`config.mk`:
```
export PLATFORM = sky130hd
export DESIGN_NAME = chunk_prefix_adder_seq
export DESIGN_NICKNAME = d
export VERILOG_FILES = /design/src/rtl/chunk_prefix_adder_seq_pkg.sv /design/src/rtl/chunk_pg_prefix4.sv /design/src/rtl/chunk_prefix_adder_seq.sv
export SDC_FILE = /design/constraint.sdc
export NUM_CORES = 1
export LEC_CHECK = 0
export CORE_ASPECT_RATIO = 0.6
export CORE_UTILIZATION = 50
export DETAILED_ROUTE_END_ITERATION = 8
export DONT_BUFFER_PORTS = 1
export GPL_ROUTABILITY_DRIVEN = 0
export PLACE_DENSITY = 0.69
export SKIP_LAST_GASP = 1
export SLEW_MARGIN = 20
export SYNTH_ARGS = -nofsm -noshare
export SYNTH_HDL_FRONTEND = slang
export SYNTH_SLANG_ARGS = --single-unit
```
`constraint.sdc`:
```
create_clock -name clk -period 1.8 [get_ports clk]
set_clock_uncertainty 0.15 [all_clocks]
set_input_delay 0.36 -clock clk [delete_from_list [all_inputs] [get_ports clk]]
set_output_delay 0.36 -clock clk [all_outputs]
set_load 0.01 [all_outputs]
```
`src/rtl/chunk_prefix_adder_seq_pkg.sv`:
```
// rtl/chunk_prefix_adder_seq_pkg.sv - shared constants, state type and sizing helpers for the chunked adder
package chunk_prefix_adder_seq_pkg;

  localparam int CHUNK_W = 4;

  typedef enum logic [1:0] {
    ST_IDLE = 2'd0,
    ST_RUN  = 2'd1,
    ST_DONE = 2'd2
  } state_t;

  function automatic int nchunk_f(input int width);
    return width / CHUNK_W;
  endfunction

  // Index counter width; a single-chunk adder still needs a 1-bit counter.
  function automatic int idx_w_f(input int width);
    int n;
    n = width / CHUNK_W;
    return (n <= 1) ? 1 : $clog2(n);
  endfunction

endpackage

```
`src/rtl/chunk_pg_prefix4.sv`:
```
// rtl/chunk_pg_prefix4.sv - combinational 4-bit inclusive group propagate/generate prefix
module chunk_pg_prefix4
  import chunk_prefix_adder_seq_pkg::*;
(
  input  logic [CHUNK_W-1:0] p_in,
  input  logic [CHUNK_W-1:0] g_in,
  output logic [CHUNK_W-1:0] p_pre,
  output logic [CHUNK_W-1:0] g_pre
);

  logic pp0, pp1, pp2, pp3;
  logic gp0, gp1, gp2, gp3;

  assign pp0 = p_in[0];
  assign pp1 = p_in[1] & pp0;
  assign pp2 = p_in[2] & pp1;
  assign pp3 = p_in[3] & pp2;

  assign gp0 = g_in[0];
  assign gp1 = g_in[1] | (p_in[1] & gp0);
  assign gp2 = g_in[2] | (p_in[2] & gp1);
  assign gp3 = g_in[3] | (p_in[3] & gp2);

  assign p_pre = {pp3, pp2, pp1, pp0};
  assign g_pre = {gp3, gp2, gp1, gp0};

endmodule

```
`src/rtl/chunk_prefix_adder_seq.sv`:
```
// rtl/chunk_prefix_adder_seq.sv - multi-cycle adder, one 4-bit chunk per clock, LSB chunk first
module chunk_prefix_adder_seq
  import chunk_prefix_adder_seq_pkg::*;
#(
  parameter int WIDTH = 16
) (
  input  logic             clk,
  input  logic             rst,
  input  logic             in_valid,
  output logic             in_ready,
  input  logic [WIDTH-1:0] a,
  input  logic [WIDTH-1:0] b,
  input  logic             cin,
  output logic             out_valid,
  input  logic             out_ready,
  output logic [WIDTH-1:0] sum,
  output logic             cout,
  output logic             ovf
);

  localparam int CHUNK  = CHUNK_W;
  localparam int NCHUNK = nchunk_f(WIDTH);
  localparam int IW     = idx_w_f(WIDTH);
  localparam logic [IW-1:0] LAST_IDX = IW'(NCHUNK - 1);

  state_t           state_q, state_d;
  logic [IW-1:0]    idx_q, idx_d;
  logic             carry_q, carry_d;
  logic [WIDTH-1:0] a_q, a_d;
  logic [WIDTH-1:0] b_q, b_d;
  logic [WIDTH-1:0] sum_q, sum_d;
  logic             cout_q, cout_d;
  logic             ovf_q, ovf_d;
  logic             alive_q, alive_d;

  logic [CHUNK-1:0] p_bit, g_bit, p_pre, g_pre, c_vec, s_chunk;
  logic             c_next;
  logic [WIDTH+CHUNK-1:0] sum_ext;

  // Operand registers shift right each RUN cycle, so the active chunk is always the low nibble.
  assign p_bit = a_q[CHUNK-1:0] ^ b_q[CHUNK-1:0];
  assign g_bit = a_q[CHUNK-1:0] & b_q[CHUNK-1:0];

  chunk_pg_prefix4 u_prefix (
    .p_in  (p_bit),
    .g_in  (g_bit),
    .p_pre (p_pre),
    .g_pre (g_pre)
  );

  assign c_vec[0] = carry_q;
  assign c_vec[1] = g_pre[0] | (p_pre[0] & carry_q);
  assign c_vec[2] = g_pre[1] | (p_pre[1] & carry_q);
  assign c_vec[3] = g_pre[2] | (p_pre[2] & carry_q);
  assign c_next   = g_pre[3] | (p_pre[3] & carry_q);
  assign s_chunk  = p_bit ^ c_vec;
  assign sum_ext  = {s_chunk, sum_q};

  always_comb begin
    state_d   = state_q;
    idx_d     = idx_q;
    carry_d   = carry_q;
    a_d       = a_q;
    b_d       = b_q;
    sum_d     = sum_q;
    cout_d    = cout_q;
    ovf_d     = ovf_q;
    alive_d   = 1'b1;
    in_ready  = 1'b0;
    out_valid = 1'b0;
    case (state_q)
      ST_IDLE: begin
        in_ready = alive_q;
        if (in_valid && alive_q) begin
          a_d     = a;
          b_d     = b;
          carry_d = cin;
          idx_d   = '0;
          state_d = ST_RUN;
        end
      end
      ST_RUN: begin
        a_d     = a_q >> CHUNK;
        b_d     = b_q >> CHUNK;
        sum_d   = sum_ext[WIDTH+CHUNK-1:CHUNK];
        carry_d = c_next;
        if (idx_q == LAST_IDX) begin
          cout_d  = c_next;
          ovf_d   = c_vec[3] ^ c_next;
          state_d = ST_DONE;
        end else begin
          idx_d = idx_q + IW'(1);
        end
      end
      ST_DONE: begin
        out_valid = 1'b1;
        if (out_ready) state_d = ST_IDLE;
      end
      default: state_d = ST_IDLE;
    endcase
  end

  // alive_q holds in_ready low during reset and releases it on the first edge afterwards.
  always_ff @(posedge clk or posedge rst) begin
    if (rst) begin
      state_q <= ST_IDLE;
      idx_q   <= '0;
      carry_q <= 1'b0;
      a_q     <= '0;
      b_q     <= '0;
      sum_q   <= '0;
      cout_q  <= 1'b0;
      ovf_q   <= 1'b0;
      alive_q <= 1'b0;
    end else begin
      state_q <= state_d;
      idx_q   <= idx_d;
      carry_q <= carry_d;
      a_q     <= a_d;
      b_q     <= b_d;
      sum_q   <= sum_d;
      cout_q  <= cout_d;
      ovf_q   <= ovf_d;
      alive_q <= alive_d;
    end
  end

  assign sum  = sum_q;
  assign cout = cout_q;
  assign ovf  = ovf_q;

endmodule

```
==> impl_metrics.py <==
metrics = {
    "synth": {
        "synth_area_leaders": "dfrtp_1 (54%), o21ai_0 (11%), mux2i_1 (9.6%)",
        "synth_area_leader_cell": "dfrtp_1",
        "synthArstFlopShare": 1.00,
        "ys_types": 40,
        "synth_common_cells": "dfrtp_1 (56), o21ai_0 (55), nand2_1 (40), mux2i_1 (25), a22o_1 (8)",
        "synth_top_area_frac": 0.536,
        "syn-cell-area_um2": 2620,
        "ys_ff_latch": 56,
        "synthCells": 249,
        "syn_avg_cell_area_um2": 10.5,
        "yosysWarnings": 0,
        "syn-num-nets": 292,
        "synth-edff-count": 0,
        "synth_ff_type": "dfrtp_1",
        "synth_most_common_cell": "dfrtp_1",
        "ys_seq_area_frac": 0.536,
    },
    "drt": {
        "drtIter0Drc": 99,
        "wire_per_inst_um": 16.9,
        "detail_route.first_pass.iterations": 4,
        "vias": 1825,
        "totalWireLength_um": 5380,
        "viasPerCell": 5.72,
        "ant_nets": 0,
        "route.detailed.drc": 0,
    },
    "clock_tree": {
        "insertion_delay_ps": 300,
        "cts.clk_slew.worst_paths_ps": 100,
        "cts_made_buffers": 5,
        "cts_tree": "yes",
        "cts_buffer_depth": 2,
        "cts_sinks": 56,
        "cts.htree.levels": 2,
        "clockRootBuffer": "clkbuf_8",
    },
    "die": {
        "start_util": 0.545,
        "num_rows": 19,
        "die_x_um": 95.4,
        "io_pins": 57,
        "die-area_um2": 5530,
        "die_y_um": 58.0,
        "core_area_um2": 4800,
    },
    "final_layout": {
        "nets": 299,
        "layout-drive-gt1-share": 0.121,
        "area_growth_syn_to_layout_pct": 9.09,
        "diodes": 0,
    },
    "worst_setup_path": {
        "cp-start-kind": "flop",
        "worstPathRequired_ps": 1850,
        "criticalPathCategory": "flop to flop",
        "arrival_ps": 1840,
        "crit_fanout": 4,
        "cp-end-kind": "flop",
    },
    "sta": {
        "hold_viol_final": 0,
        "fmax_mhz": 559,
        "fin_crit_sh": 0.993,
        "hold_ws_ps": 29.5,
        "rsz0062_at_grt": "yes",
        "finalSetupViolCount": 0,
        "fin_crit_ps": 1790,
        "slew_violations": 0,
        "setup_tns_ps": 0,
    },
    "pwr": {
        "p_leak_nw": 1.38,
        "vdd_drop_max_mv": 0.862,
        "power_density_nw_per_um2": 1850,
    },
    "global_routing": {
        "grt_max_degree": 57,
        "grt_use_total": 0.214,
        "grt_pass1_vias": 1752,
        "grt-ovfl-total": 0,
        "grt_pass1_wl_um": 8870,
        "antenna_found_initial": 0,
    },
    "min_path": {
        "hold_path_class": "primary input to flop",
    },
    "job": {
        "maxCapViolCount": 0,
    },
    "placement": {
        "hpwl_um": 3790,
        "port_buffers": 0,
    },
    "outcome": {
        "outcome": "complete, no violations",
    },
}
worst max-delay path, cell delays in order, from the launching register on:
cell and delay (ps):
dfrtp_1 410, ha_1 320, a21o_1 220, a311o_1 360, a31o_2 240
worst paths after layout:
path / startpoint / end / slack [ps] / depth (start not counted)
max in group asynchronous: rst / state_q[1]$_DFFE_PP0P_ / 780 / 3
min in group asynchronous: rst / sum[6]$_DFFE_PP0P_ / 450 / 3
min reg2reg: a_q[15]$_DFFE_PP0P_ / a_q[15]$_DFFE_PP0P_ / 360 / 1
max reg2reg: a_q[0]$_DFFE_PP0P_ / sum[15]$_DFFE_PP0P_ / 10 / 4
min: a[15] / a_q[15]$_DFFE_PP0P_ / 30 / 1
max: a_q[0]$_DFFE_PP0P_ / sum[15]$_DFFE_PP0P_ / 10 / 4
area by class of cell:
type                    count  area [um^2]
clock inverters             2         12.5
clock buffers               5         68.8
well taps                  63         78.8
multi-input cells         169         1100
repair buffers             17          158
inverters                   7         30.0
flip-flops and latches     56         1400
fillers                   412         1950
cells in the final DEF (no fill, tap or decap), drive strengths merged, types with 3 or more instances in the layout:
master	count
ha	5
dfrtp	56
buf	15
a21o	3
mux2i	25
nand2	40
a22o	8
inv	6
o21ai	56
clkbuf	5
per-stage QoR:
| stage | instance area (um^2) | setup WS (ps) | power [W] | std cells | utilization |
|---|---|---|---|---|---|
| 2_1_floorplan | 2620 | 88.0 | 0.00400 | 249 | - |
| 3_3_place_gp | 2730 | 46.8 | 0.00453 | 309 | 0.568 |
| 3_5_place_dp | 2730 | -4.13 | 0.00461 | 309 | 0.568 |
| 4_1_cts | 2840 | -10.1 | 0.00529 | 318 | 0.591 |
| 5_1_grt | 2850 | -39.6 | 0.00575 | 319 | 0.594 |
| 6_report | 2850 | 12.2 | 0.00528 | 319 | 0.594 |
state kept, by name (all words and copies together) (netlist names):
register  flops
a_q          16
b_q          16
carry_q       1
ovf           1
idx_q         2
sum          16
cout          1
alive_q       1
state_q       2
routing by layer:
layer,global-route usage,wire [um],vias up
met3,0.0577,376,2
li1,-,-,884
met4,0.0455,15,0
met2,0.294,2190,42
met5,0,0,-
met1,0.339,2800,897
timing repair:
action / 4_1_cts / 5_1_grt
endpoints found under the setup margin: 2 / 3
gates resized for setup: 2 / 2
cloned: 0 / 0
endpoints found under the hold margin: 57 / 0
pin swaps: 0 / 1
buffers inserted: 0 / 1
hold buffers: 2 / 0
where the power goes:
part	internal, W	switching, W	total (W)
sequential	0.00180	0.000458	0.00226
combinational	0.00105	0.00132	0.00237
clock	0.000265	0.000394	0.000659
total	0.00312	0.00217	0.00528
cells by family after synthesis:
group           Yosys count  synth area share
flops                    56             0.536
other cells               1           0.00143
simple gates             57             0.103
compound gates           79             0.180
buf+inv                  24            0.0488
mux                      25            0.0957
xor+xnor                  1           0.00335
fa+ha+maj                 6            0.0316
No activity file was read; power rests on OpenSTA's default activity.
